--- src/rtl/fmdll_lock_ctrl_pkg.sv ---
// Shared types and default dimensions for the FMDLL frequency-lock controller.
package fmdll_lock_ctrl_pkg;

  localparam int CODE_W_DEF   = 8;
  localparam int CNT_W_DEF    = 12;
  localparam int WIN_DEF      = 256;
  localparam int SETTLE_DEF   = 16;
  localparam int LOCK_CNT_DEF = 4;
  localparam int TOL_DEF      = 1;

  localparam logic [1:0] ST_IDLE  = 2'd0;
  localparam logic [1:0] ST_SAR   = 2'd1;
  localparam logic [1:0] ST_TRACK = 2'd2;

  typedef enum logic [1:0] {
    IDLE  = ST_IDLE,
    SAR   = ST_SAR,
    TRACK = ST_TRACK
  } lock_state_e;

  typedef enum logic [1:0] {
    M_OFF,
    M_SETTLE,
    M_WIN
  } meas_phase_e;

endpackage

--- src/rtl/fmdll_lock_ctrl_if.sv ---
// Control/status bundle between the lock controller and its environment.
interface fmdll_lock_ctrl_if #(
  parameter int CODE_W = 8,
  parameter int CNT_W  = 12
);
  logic              en;
  logic              n_tgl;
  logic [CNT_W-1:0]  exp_cnt;
  logic [CODE_W-1:0] dco_code;
  logic              locked;
  logic [1:0]        state;
  logic              meas_valid;
  logic [CNT_W-1:0]  meas_cnt;

  modport master (
    output en, n_tgl, exp_cnt,
    input  dco_code, locked, state, meas_valid, meas_cnt
  );

  modport slave (
    input  en, n_tgl, exp_cnt,
    output dco_code, locked, state, meas_valid, meas_cnt
  );
endinterface

--- src/rtl/fmdll_lock_ctrl_win_meas.sv ---
// Window measurement: synchronises n_tgl, waits SETTLE cycles, then counts
// toggle events over WIN cycles and reports the total one cycle later.
module fmdll_lock_ctrl_win_meas
  import fmdll_lock_ctrl_pkg::*;
#(
  parameter int CNT_W  = CNT_W_DEF,
  parameter int WIN    = WIN_DEF,
  parameter int SETTLE = SETTLE_DEF
) (
  input  logic             clk_ext,
  input  logic             rst_n,
  input  logic             start_i,
  input  logic             abort_i,
  input  logic             n_tgl_i,
  output logic             meas_valid_o,
  output logic [CNT_W-1:0] meas_cnt_o
);

  localparam int TW = $clog2((WIN > SETTLE) ? WIN : SETTLE);
  localparam logic [TW-1:0]    WIN_LAST    = TW'(WIN - 1);
  localparam logic [TW-1:0]    SETTLE_LAST = TW'(SETTLE - 1);
  localparam logic [CNT_W-1:0] CNT_MAX     = '1;

  logic [2:0]       sync_q;
  logic             ev;
  meas_phase_e      phase_q, phase_d;
  logic [TW-1:0]    tmr_q, tmr_d;
  logic [CNT_W-1:0] ev_q, ev_d, ev_inc;
  logic [CNT_W-1:0] cnt_q, cnt_d;
  logic             valid_q, valid_d;

  // Two flops resynchronise n_tgl; the third holds the previous level for edge detection.
  always_ff @(posedge clk_ext or negedge rst_n) begin
    if (!rst_n) begin
      sync_q <= '0;
    end else begin
      sync_q <= {sync_q[1:0], n_tgl_i};
    end
  end

  assign ev     = sync_q[1] ^ sync_q[2];
  assign ev_inc = (ev && (ev_q != CNT_MAX)) ? ev_q + 1'b1 : ev_q;

  always_comb begin
    phase_d = phase_q;
    tmr_d   = tmr_q;
    ev_d    = ev_q;
    cnt_d   = cnt_q;
    valid_d = 1'b0;
    if (abort_i) begin
      phase_d = M_OFF;
      tmr_d   = '0;
      ev_d    = '0;
      cnt_d   = '0;
    end else if (start_i) begin
      phase_d = M_SETTLE;
      tmr_d   = '0;
      ev_d    = '0;
    end else begin
      case (phase_q)
        M_SETTLE: begin
          if (tmr_q == SETTLE_LAST) begin
            phase_d = M_WIN;
            tmr_d   = '0;
          end else begin
            tmr_d = tmr_q + 1'b1;
          end
        end
        M_WIN: begin
          ev_d = ev_inc;
          if (tmr_q == WIN_LAST) begin
            phase_d = M_OFF;
            tmr_d   = '0;
            valid_d = 1'b1;
            cnt_d   = ev_inc;
          end else begin
            tmr_d = tmr_q + 1'b1;
          end
        end
        default: ;
      endcase
    end
  end

  always_ff @(posedge clk_ext or negedge rst_n) begin
    if (!rst_n) begin
      phase_q <= M_OFF;
      tmr_q   <= '0;
      ev_q    <= '0;
      cnt_q   <= '0;
      valid_q <= 1'b0;
    end else begin
      phase_q <= phase_d;
      tmr_q   <= tmr_d;
      ev_q    <= ev_d;
      cnt_q   <= cnt_d;
      valid_q <= valid_d;
    end
  end

  assign meas_valid_o = valid_q;
  assign meas_cnt_o   = cnt_q;

endmodule

--- src/rtl/fmdll_lock_ctrl.sv ---
// FMDLL frequency-lock controller: binary SAR search of the DCO code, then
// +/-1 tracking with a lock flag after consecutive in-tolerance windows.
module fmdll_lock_ctrl
  import fmdll_lock_ctrl_pkg::*;
#(
  parameter int CODE_W   = CODE_W_DEF,
  parameter int CNT_W    = CNT_W_DEF,
  parameter int WIN      = WIN_DEF,
  parameter int SETTLE   = SETTLE_DEF,
  parameter int LOCK_CNT = LOCK_CNT_DEF,
  parameter int TOL      = TOL_DEF
) (
  input  logic             clk_ext,
  input  logic             rst_n,
  fmdll_lock_ctrl_if.slave bus
);

  localparam int BIT_W = $clog2(CODE_W);
  localparam int RUN_W = $clog2(LOCK_CNT + 1);
  localparam logic [CODE_W-1:0]   CODE_RST = {1'b1, {(CODE_W-1){1'b0}}};
  localparam logic [CODE_W-1:0]   CODE_MAX = '1;
  localparam logic [BIT_W-1:0]    BIT_TOP  = BIT_W'(CODE_W - 1);
  localparam logic [RUN_W-1:0]    RUN_MAX  = RUN_W'(LOCK_CNT);
  localparam logic signed [CNT_W:0] TOL_S  = (CNT_W+1)'(TOL);

  lock_state_e         state_q, state_d;
  logic [CODE_W-1:0]   code_q, code_d;
  logic [BIT_W-1:0]    bit_q, bit_d;
  logic [RUN_W-1:0]    run_q, run_d;
  logic                locked_q, locked_d;
  logic                start_q, start_d;
  logic                meas_valid;
  logic [CNT_W-1:0]    meas_cnt;
  logic signed [CNT_W:0] err;

  fmdll_lock_ctrl_win_meas #(
    .CNT_W  (CNT_W),
    .WIN    (WIN),
    .SETTLE (SETTLE)
  ) u_win_meas (
    .clk_ext      (clk_ext),
    .rst_n        (rst_n),
    .start_i      (start_q),
    .abort_i      (!bus.en),
    .n_tgl_i      (bus.n_tgl),
    .meas_valid_o (meas_valid),
    .meas_cnt_o   (meas_cnt)
  );

  assign err = $signed({1'b0, meas_cnt}) - $signed({1'b0, bus.exp_cnt});

  // Decisions happen only on the meas_valid cycle; start_q then reopens settle+window.
  always_comb begin
    state_d  = state_q;
    code_d   = code_q;
    bit_d    = bit_q;
    run_d    = run_q;
    locked_d = locked_q;
    start_d  = 1'b0;
    if (!bus.en) begin
      state_d  = IDLE;
      code_d   = CODE_RST;
      bit_d    = BIT_TOP;
      run_d    = '0;
      locked_d = 1'b0;
    end else begin
      case (state_q)
        IDLE: begin
          state_d  = SAR;
          code_d   = CODE_RST;
          bit_d    = BIT_TOP;
          run_d    = '0;
          locked_d = 1'b0;
          start_d  = 1'b1;
        end
        SAR: begin
          if (meas_valid) begin
            start_d = 1'b1;
            if (meas_cnt > bus.exp_cnt) begin
              code_d[bit_q] = 1'b0;
            end
            if (bit_q == '0) begin
              state_d = TRACK;
            end else begin
              code_d[bit_q - 1'b1] = 1'b1;
              bit_d                = bit_q - 1'b1;
            end
          end
        end
        TRACK: begin
          if (meas_valid) begin
            start_d = 1'b1;
            if (err < -TOL_S) begin
              if (code_q != CODE_MAX) code_d = code_q + 1'b1;
              run_d    = '0;
              locked_d = 1'b0;
            end else if (err > TOL_S) begin
              if (code_q != '0) code_d = code_q - 1'b1;
              run_d    = '0;
              locked_d = 1'b0;
            end else begin
              if (run_q != RUN_MAX) run_d = run_q + 1'b1;
              locked_d = (run_d == RUN_MAX);
            end
          end
        end
        default: state_d = IDLE;
      endcase
    end
  end

  always_ff @(posedge clk_ext or negedge rst_n) begin
    if (!rst_n) begin
      state_q  <= IDLE;
      code_q   <= CODE_RST;
      bit_q    <= BIT_TOP;
      run_q    <= '0;
      locked_q <= 1'b0;
      start_q  <= 1'b0;
    end else begin
      state_q  <= state_d;
      code_q   <= code_d;
      bit_q    <= bit_d;
      run_q    <= run_d;
      locked_q <= locked_d;
      start_q  <= start_d;
    end
  end

  assign bus.dco_code   = code_q;
  assign bus.locked     = locked_q;
  assign bus.state      = state_q;
  assign bus.meas_valid = meas_valid;
  assign bus.meas_cnt   = meas_cnt;

endmodule
--- src/flat_wrapper.sv ---
// flat-port wrapper written by rule: the top's interface ports become plain ports
module fmdll_lock_ctrl_flat import fmdll_lock_ctrl_pkg::*;
#(
  parameter int CODE_W   = CODE_W_DEF,
  parameter int CNT_W    = CNT_W_DEF,
  parameter int WIN      = WIN_DEF,
  parameter int SETTLE   = SETTLE_DEF,
  parameter int LOCK_CNT = LOCK_CNT_DEF,
  parameter int TOL      = TOL_DEF
)
  (clk_ext, rst_n, bus_en, bus_n_tgl, bus_exp_cnt, bus_dco_code, bus_locked, bus_state, bus_meas_valid, bus_meas_cnt);
  fmdll_lock_ctrl_if #(.CODE_W(CODE_W), .CNT_W(CNT_W)) bus_i ();
  input  logic clk_ext;
  input  logic rst_n;
  input wire logic [$bits(bus_i.en)-1:0] bus_en;
  input wire logic [$bits(bus_i.n_tgl)-1:0] bus_n_tgl;
  input wire logic [$bits(bus_i.exp_cnt)-1:0] bus_exp_cnt;
  output wire logic [$bits(bus_i.dco_code)-1:0] bus_dco_code;
  output wire logic [$bits(bus_i.locked)-1:0] bus_locked;
  output wire logic [$bits(bus_i.state)-1:0] bus_state;
  output wire logic [$bits(bus_i.meas_valid)-1:0] bus_meas_valid;
  output wire logic [$bits(bus_i.meas_cnt)-1:0] bus_meas_cnt;
  assign bus_i.en = bus_en;
  assign bus_i.n_tgl = bus_n_tgl;
  assign bus_i.exp_cnt = bus_exp_cnt;
  assign bus_dco_code = bus_i.dco_code;
  assign bus_locked = bus_i.locked;
  assign bus_state = bus_i.state;
  assign bus_meas_valid = bus_i.meas_valid;
  assign bus_meas_cnt = bus_i.meas_cnt;
  fmdll_lock_ctrl #(.CODE_W(CODE_W), .CNT_W(CNT_W), .WIN(WIN), .SETTLE(SETTLE), .LOCK_CNT(LOCK_CNT), .TOL(TOL)) u_core (.clk_ext(clk_ext), .rst_n(rst_n), .bus(bus_i));
endmodule
--- config.mk ---
export PLATFORM = sky130hd
export DESIGN_NAME = fmdll_lock_ctrl_flat
export DESIGN_NICKNAME = d
export VERILOG_FILES = /design/src/rtl/fmdll_lock_ctrl_pkg.sv /design/src/rtl/fmdll_lock_ctrl_if.sv /design/src/rtl/fmdll_lock_ctrl_win_meas.sv /design/src/rtl/fmdll_lock_ctrl.sv /design/src/flat_wrapper.sv
export SDC_FILE = /design/constraint.sdc
export NUM_CORES = 1
export LEC_CHECK = 0
export CAP_MARGIN = 0
export CORE_ASPECT_RATIO = 1.25
export CORE_MARGIN = 4
export CORE_UTILIZATION = 35
export DETAILED_ROUTE_END_ITERATION = 8
export HOLD_SLACK_MARGIN = 0.15
export PLACE_DENSITY = 0.51
export SLEW_MARGIN = 10
export SYNTH_ARGS = -nofsm -noshare
export SYNTH_HDL_FRONTEND = slang
export SYNTH_SLANG_ARGS = --single-unit
--- constraint.sdc ---
create_clock -name clk_ext -period 3.14 [get_ports clk_ext]
set_input_delay 0.628 -clock clk_ext [delete_from_list [all_inputs] [get_ports clk_ext]]
set_output_delay 0.628 -clock clk_ext [all_outputs]
set_load 0.03 [all_outputs]
== Word-level counts from Yosys, hierarchy flattened ==
Cells that the tools add are included.

* Output and inout bits: 24
* Register bits: 56
* Logic and storage cells: 137
* Input bits: 16

* Eq/ne operators: 28
* Bitwise logic cells: 4
* $lt $le $gt $ge: 7
* Reductions and logical operators: 13
* $add $sub $neg: 7
* Multiplexer cells: 66

{| class="wikitable"
|+ Operators with widths
! operator !! count
|-
| 2-to-1 mux 8 bit || 16
|-
| 2-to-1 mux 12 bit || 8
|-
| 2-to-1 mux 3 bit || 13
|-
| one-hot mux 8 bit (3 select lines) || 1
|-
| adder 8 x 1 -> 8 bit (second input constant) || 2
|-
| one-hot mux 8 bit (2 select lines) || 1
|-
| 2-to-1 mux 2 bit || 7
|-
| greater-than comparator 13 x 2 -> 1 bit (second input constant) || 1
|-
| < comparator 13 x 1 -> 1 bit (second input constant) || 1
|-
| subtractor 12 x 12 -> 13 bit || 1
|-
| adder 12 x 1 -> 12 bit (second input constant) || 1
|-
| greater-than comparator 12 bit || 1
|-
| 2-to-1 mux 1 bit || 12
|-
| inequality test 12 bit (second input constant) || 1
|-
| inequality test 3 bit (second input constant) || 4
|-
| one-hot mux 3 bit (2 select lines) || 2
|-
| AND reduction 3 bit || 4
|-
| inequality test 3 x 1 -> 1 bit (second input constant) || 3
|-
| AND 8 bit || 1
|-
| == test 8 x 4 -> 1 bit (second input constant) || 1
|-
| == test 8 bit (second input constant) || 1
|-
| < comparator 3 x 4 -> 1 bit (second input constant) || 2
|-
| inequality test 4 x 1 -> 1 bit (second input constant) || 2
|-
| inequality test 4 x 2 -> 1 bit (second input constant) || 2
|-
| other kinds (27) || 37
|}

== Longest topological paths before layout ==
Gate-level depths: netlist of run 1.

* Word-level depth: 15
* Mapped depth: 18
* Depth with buffers taken out: 17

== Hierarchy ==
Synthesis of run 1 repeated with hierarchy kept, for this count alone.

* Cell total of the unflattened synthesis: 525
* Area, all modules: 4435.5 µm²

{| class="wikitable"
|+ Modules (own cells, without submodules)
! module !! sequential area each (µm²) !! area an instance (µm²) !! instances !! cells an instance
|-
| fmdll_lock_ctrl || 455.4 || 2392.3 || 1 || 312
|-
| fmdll_lock_ctrl_win_meas || 950.9 || 2043.2 || 1 || 213
|}

== Least setup slack after synthesis of run 1 ==
OpenSTA, ideal clock, no wires.

* Kind: input port to flip-flop
* Start point: input port bus_exp_cnt[0]
* End point: register u_core.code_q[6] (netlist: u_core.bus.dco_code[6])
* Setup time: 0.127 ns
* Data arrival time: 3.413 ns
* Stages on the path: 17
* Data required time: 3.013 ns
* Setup slack: -0.401 ns
* Path buffers: 1
* Path through: ha_1 > fa_1 > nand2b_1 > a211oi_2 > nor2_1 > xor2_1 > nor4_1 > and4_1 > buf_4 > nor2_4 > xnor2_1 > ha_1 > nor4_1 > o21ai_0 > o21ai_0 > o21ai_0 > o2bb2ai_1

* Longest elaborated chain between the ends: 10
* Elaborated cells on any way between the ends: 19
* Those cells by class: add/sub: 1; order compare: 3; eq/ne: 3; mux: 10; bitwise: 1; reduce/logical: 1

{| class="wikitable"
|+ RTL lines
! element !! line !! RTL
|-
| start, declared || flat_wrapper.sv:17 || <nowiki>input wire logic [$bits(bus_i.exp_cnt)-1:0] bus_exp_cnt;</nowiki>
|-
| parallel branches: the longest is 10 deep, another holds subtractor 12 x 12 -> 13 bit || - ||
|-
| end signal, assigned || fmdll_lock_ctrl.sv:122 || <nowiki>code_q <= code_d;</nowiki>
|-
| end, declared || fmdll_lock_ctrl.sv:27 || <nowiki>logic [CODE_W-1:0] code_q, code_d;</nowiki>
|}

Several ways; the timed one is not identified. The select of a mux whose other input is x is not followed.
A chain may end at the register's enable or synchronous reset.

== Worst setup path after layout of run 1 ==
* Start point: input port bus_exp_cnt[0]
* End point: register u_core.code_q[5] (netlist: u_core.bus.dco_code[5])

Same word-level chain as after synthesis.

==> results.ini, run 1 <==
[clocking]
cts.hold.buffers_added=0
cts.root.buffer_cell=clkbuf_16
cts_tree=built
clock_path_buffers=2
cts_htree_levels=2
clock_sinks=56
numCtsBuffers=5
insertion_delay_ns=0.30
clk_transition_reported_paths_ns=0.08

[timing]
worst_max_slew_pin_slew_ns=0.6828
finalHoldViolations=0
maxSlewHeadroom_pct=54.00
final_period_minus_worst_setup_slack_ns=3.225
post-route-worst-setup-slack_ns=-0.08475
fin_crit_share_pct=102.7
setup_viol=7
slew_viol_final=0
fmaxAchievable_mhz=310.1
timing.clock.skew_ns=0.008135
rsz0062_at_grt=true

[drt]
detail-route-antenna-nets=0
drt_wl_total_um=11640
dr_total_vias=3945
wl_per_cell_um=16.05
drt_pre_antenna_iters=5
drt_first_iter_violations=153
drc_errors=0
vias_per_cell=5.441

[floorplanning]
initial_utilization_pct=36.10
die_w_um=104.1
core_region_area_um2=11190
fp.dieArea_um2=13340
fp.dieH_um=128.1
rows=43
io_pins=40

[final_layout]
commonest_cells_after_routing_fill_and_taps_aside=buf_4 (70), dfrtp_1 (50), nand2_1 (45)
layout.nets=630
layout_cells_sized_above_1_pct=30.17
antenna_cells=0
fill_cells=1077
fin_util_pct=51.58
design_area_um2=5772
area_growth_pct=42.86
layout_commonest_cell=buf_4

[power_and_ir_drop]
cellLeakagePower_nw=2.511
vdd_ir_drop_max_mv=0.2331
pd_cells_nw_per_um2=381.0

[synth]
yosys-top-cells-area=dfrtp_1 (32%), ha_1 (7.4%), o21ai_0 (5.1%)
async_reset_ff_share_pct=100.0
synth_fp_nets=529
synth_cell_type_count=69
yosysTopAreaCell=dfrtp_1
netlist_instances=488
synth_seq_cells=56
count_of_yosys_warnings_during_synthesis=0
share_of_synthesized_area_occupied_by_flip_flops_and_latches_pct=34.81
synth_edf_count=0
syn_area_um2=4040
avgSynthCellArea_um2=8.279
synth.top_cell.area_share_pct=32.21
most_instantiated_flip_flop_cell_in_the_synthesis_netlist=dfrtp_1

[run]
max_cap_violations=0

[global_route]
grt_overflow=0
grt_start_max_net_pins=29
grt_first_pass_wirelength_um=18980
groute.usage.overall_pct=17.04
number_of_antenna_violations_at_the_first_check_in_global_routing=0
grt_pass1_vias=3918

[setup_path]
startpoint_type=input pin
largest_delay_contributor_family_on_the_critical_path=compound AO/OA/AOI/OAI gates
critical_path_buf_inv_count=5
cp_cell_sequence=buf_8, ha_4, fa_2, nand2b_4, a21oi_4, buf_6, a31oi_4, xor2_2, buf_4, o2111ai_2, nor4_2, buf_4, buf_12, a31oi_4, o21a_4, o21ai_0, o2bb2ai_1
crit_arrival_ns=3.44
timing_worst_setup_path_type=input pin to flop
worst_setup_path_end_kind=flop
required_ns=3.36
largest_driver_fanout_on_the_critical_path=5
critical_path.max_stage_delay_ns=0.36
cp_slowest_cell=fa_2

[placement]
dpl.hpwl_um=8420
place_congestion=0.8282
port_buffer_cells=39
pre_cts_ws_ns=-0.8935
placed_cell_areas_um2=4977

[run_status]
outcome=complete, but fails checks
failed_checks=setup timing

[min_path]
min_path_type=input pin to async pin

[layout make-up]
type                    instances  area, µm²  area share, %
inverters                      30      112.6          1.951
repair buffers                112      955.9          16.56
clock inverters                 2      35.03         0.6070
multi-input cells             384       2962          51.31
flip-flops and latches         56       1409          24.41
clock buffers                   6      128.9          2.233
well taps                     135      168.9          2.927
[final timing paths]
path,from,to,slack (ns),cells past startpoint
max,bus_exp_cnt[0],u_core.bus.dco_code[5]$_DFFE_PN0P_,-0.08,17
max reg2reg,u_core.u_win_meas.meas_cnt_o[0]$_DFFE_PN0P_,u_core.bus.dco_code[5]$_DFFE_PN0P_,-0.06,17
min in group clk_ext,u_core.u_win_meas.sync_q[0]$_DFF_PN0_,u_core.u_win_meas.sync_q[1]$_DFF_PN0_,0.35,0
max in group asynchronous,rst_n,u_core.u_win_meas.meas_cnt_o[0]$_DFFE_PN0P_,2.18,2
min reg2reg,u_core.u_win_meas.sync_q[0]$_DFF_PN0_,u_core.u_win_meas.sync_q[1]$_DFF_PN0_,0.35,0
min,rst_n,u_core.u_win_meas.meas_cnt_o[7]$_DFFE_PN0P_,0.23,1
[sequential cells by signal, indices dropped and copies added (netlist names)]
register / count
u_core.run_q: 3
u_core.bus.dco_code: 8
u_core.start_q: 1
u_core.u_win_meas.tmr_q: 8
u_core.bit_q: 3
u_core.bus.state: 2
u_core.u_win_meas.ev_q: 12
u_core.u_win_meas.phase_q: 2
u_core.bus.locked: 1
u_core.u_win_meas.meas_valid_o: 1
u_core.u_win_meas.sync_q: 3
u_core.u_win_meas.meas_cnt_o: 12
[synthesized netlist by cell type, types with 7 or more instances]
cell type and n:
dfrtp_1 52, nand2_1 45, or3_1 9, nor3_1 9, o22ai_1 7, clkbuf_1 14
xor2_1 14, nand3_1 33, a21o_1 9, nor2b_1 8, ha_1 24, nor2_1 41
o21ai_0 41, xnor2_1 7, inv_1 30, a21oi_1 31
[cells by family after synthesis]
group / Yosys count / synth area share (%)
xor+xnor: 21 / 4.553
compound gates: 150 / 24.22
buf+inv: 49 / 4.676
mux: 6 / 1.518
simple gates: 181 / 22.30
fa+ha+maj: 25 / 7.928
flops: 56 / 34.81
[metal layers]
metal / vias up / share of wire [%] / global-route usage, % / wire length, µm
li1: 1965 / - / - / -
met1: 1921 / 43 / 20.53 / 5003
met2: 51 / 53 / 32.80 / 6220
met3: 8 / 2.6 / 2.015 / 301
met4: 0 / 0.96 / 3.052 / 112
met5: - / 0 / 0 / 0
[power by group]
part	switching, W	leakage (nW)	internal [W]	total [W]
logic	0.000425	1.68	0.000299	0.000724
clock network	0.000277	0.0808	0.000377	0.000654
registers	0.0000604	0.754	0.000760	0.000821
[what timing repair did]
action / 4_1_cts / 5_1_grt
cloned: 0 / 1
endpoints found under the setup margin: 12 / 12
setup buffers: 15 / 3
gates resized for setup: 65 / 54
pin swaps: 38 / 28
[metrics by stage]
step	setup TNS [ns]	std cells	hold WS, ns	total power [W]
detailed placement	-8.368	699	0.3395	0.001458
floorplan	-0.5545	488	0.3312	0.001226
finish	-0.2406	725	0.2317	0.002199
global placement	-7.960	699	0.3351	0.001451
CTS	-0.1087	722	0.2436	0.002149
global route	-1.303	725	0.2622	0.002318
No activity file was read; power rests on OpenSTA's default activity.
==> inputs of run 2 (changes only) <==
--- a/config.mk
+++ b/config.mk
@@ -12,7 +12,6 @@
 export DETAILED_ROUTE_END_ITERATION = 8
 export HOLD_SLACK_MARGIN = 0.15
 export PLACE_DENSITY = 0.51
-export SLEW_MARGIN = 10
 export SYNTH_ARGS = -nofsm -noshare
 export SYNTH_HDL_FRONTEND = slang
 export SYNTH_SLANG_ARGS = --single-unit
==> results of run 2 <==
The final DEF is identical to that of run 1; final timing and power are the same.
==> inputs of run 3 (changes only) <==
--- a/config.mk
+++ b/config.mk
@@ -6,11 +6,11 @@
 export NUM_CORES = 1
 export LEC_CHECK = 0
 export CAP_MARGIN = 0
-export CORE_ASPECT_RATIO = 1.25
 export CORE_MARGIN = 4
 export CORE_UTILIZATION = 35
 export DETAILED_ROUTE_END_ITERATION = 8
 export HOLD_SLACK_MARGIN = 0.15
+export MAX_ROUTING_LAYER = met4
 export PLACE_DENSITY = 0.51
 export SYNTH_ARGS = -nofsm -noshare
 export SYNTH_HDL_FRONTEND = slang
==> results.ini, run 3 (synthesis results as in run 1) <==
[clocking]
cts_htree_levels=2
clock_path_buffers=2
clock_sinks=56
cts.root.buffer_cell=clkbuf_16
clk_transition_reported_paths_ns=0.08
insertion_delay_ns=0.30
numCtsBuffers=5
cts_tree=built

[final_layout]
multiInputGateArea_um2=2904
design_area_um2=5694
fill_cells=1060
layout_commonest_cell=buf_4
layout.area.seq_um2=1408
antenna_cells=0
layout.nets=626
fin_util_pct=51.40
commonest_cells_after_routing_fill_and_taps_aside=buf_4 (64), dfrtp_1 (51), nand2_1 (45)
layout_cells_sized_above_1_pct=27.13
area_growth_pct=40.94

[drt]
drt_wl_total_um=11340
drt_first_iter_violations=207
wl_per_cell_um=15.62
dr_total_vias=3907
vias_per_cell=5.382
detail-route-antenna-nets=0
drt_pre_antenna_iters=4
drc_errors=0

[timing]
finalHoldViolations=0
fin_tns_setup_ns=-0.07745
setup_viol=2
fin_crit_share_pct=101.5
final.hold.worst_slack_ns=0.3158
fmaxAchievable_mhz=313.8
maxSlewHeadroom_pct=61.95
worst_max_slew_pin_slew_ns=0.5647
slew_viol_final=0
final_period_minus_worst_setup_slack_ns=3.186
post-route-worst-setup-slack_ns=-0.04637
timing.clock.skew_ns=0.01114
rsz0062_at_grt=true

[global_route]
grt_start_max_net_pins=57
grt_overflow=0
grt_first_pass_wirelength_um=18750
number_of_antenna_violations_at_the_first_check_in_global_routing=0
grt_pass1_vias=3903
groute.usage.overall_pct=17.91

[setup_path]
r2r-end=u_core.bus.dco_code[6]$_DFFE_PN0P_
required_ns=3.33
worst_setup_path_end_kind=flop
critical_path.max_stage_delay_ns=0.34
cp_cell_sequence=buf_6, ha_4, fa_2, nand2b_4, a21oi_4, buf_6, a31oi_4, xor2_2, nor4_1, and4_4, nor2_4, xnor2_2, ha_4, nor4_2, o21ai_1, o21ai_2, o21ai_1, o2bb2ai_1
rr_startpoint=u_core.u_win_meas.meas_cnt_o[1]$_DFFE_PN0P_
largest_delay_contributor_family_on_the_critical_path=simple AND/OR/NAND/NOR gates
crit_arrival_ns=3.38
cp_slowest_cell=fa_2
timing_worst_setup_path_type=input pin to flop
largest_driver_fanout_on_the_critical_path=5
critical_path_buf_inv_count=2
setup_slack_reg_to_reg_ns=-0.04
r2r.worst_path.cells=15
startpoint_type=input pin

[power_and_ir_drop]
cellLeakagePower_nw=2.492
vdd_ir_drop_max_mv=0.2607
power.total_w=0.002119
pd_cells_nw_per_um2=372.2

[floorplanning]
rows=38
die_w_um=115.4
fp.dieArea_um2=13330
fp.dieH_um=115.4
io_pins=40
core_region_area_um2=11080
initial_utilization_pct=36.47

[placement]
placed_cell_areas_um2=4981
place_congestion=0.8668
port_buffer_cells=39
dpl.hpwl_um=8146

[run_status]
outcome=complete, but fails checks
failed_checks=setup timing

[min_path]
min_path_type=input pin to async pin

[run]
max_cap_violations=0

[run 3: changes by cell type in the layout (fill, tap and decap cells not counted), sizes merged]
cell	previous run	this run
buf	77	73
clkdlybuf4s15	3	1
bufinv	1	0
clkinvlp	0	1
dlygate4sd2	3	4
dlymetal6s2s	2	3
inv	30	31
o21a	7	6
[run 3: cell type report]
class                      count  area share [%]
clock buffer                   5           2.197
inverter                      30           1.978
timing repair buffer         109           16.55
sequential                    56           24.72
clock inverter                 3          0.4834
tap                          140           3.076
multi-input combinational    383           51.00
[run 3: stage by stage]
| stage | cells | setup slack, ns |
|---|---|---|
| 2_1_floorplan | 488 | -0.1964 |
| 3_3_place_gp | 702 | -0.8114 |
| 3_5_place_dp | 702 | -0.8599 |
| 4_1_cts | 725 | -0.1268 |
| 5_1_grt | 726 | -0.1611 |
| 6_report | 726 | -0.04637 |
[run 3: how the worst max path moves through the flow]
stage | startpoint | to | cells past startpoint | slack [ns]
3_5_place_dp | bus_exp_cnt[0] | u_core.bus.dco_code[6]$_DFFE_PN0P_ | 17 | -0.86
6_report | bus_exp_cnt[0] | u_core.bus.dco_code[6]$_DFFE_PN0P_ | 18 | -0.05
4_1_cts | u_core.u_win_meas.meas_cnt_o[0]$_DFFE_PN0P_ | u_core.bus.dco_code[6]$_DFFE_PN0P_ | 17 | -0.13
5_1_grt | bus_exp_cnt[7] | u_core.bus.dco_code[4]$_DFFE_PN0P_ | 17 | -0.16
2_1_floorplan | bus_exp_cnt[0] | u_core.bus.dco_code[6]$_DFFE_PN0P_ | 17 | -0.20
3_3_place_gp | bus_exp_cnt[0] | u_core.bus.dco_code[6]$_DFFE_PN0P_ | 17 | -0.81
[run 3: where the power goes]
group          internal [W]  switching [W]  leakage (nW)
clock              0.000304       0.000289        0.0719
sequential         0.000760      0.0000619         0.756
combinational      0.000299       0.000405          1.66
total               0.00136       0.000756          2.49
[run 3: per-layer routing]
metal	track usage [%]	vias to the layer above	share of wire, %
met5	-	-	0
met4	4.304	0	1.3
met3	2.454	11	3.0
met2	28.47	56	48
met1	24.30	1877	48
li1	-	1963	-
[run 3: repair_timing]
item	4_1_cts	5_1_grt
hold buffers	0	0
endpoints found under the setup margin	12	12
resized for setup	60	43
setup buffers	15	2
pin swaps	33	25
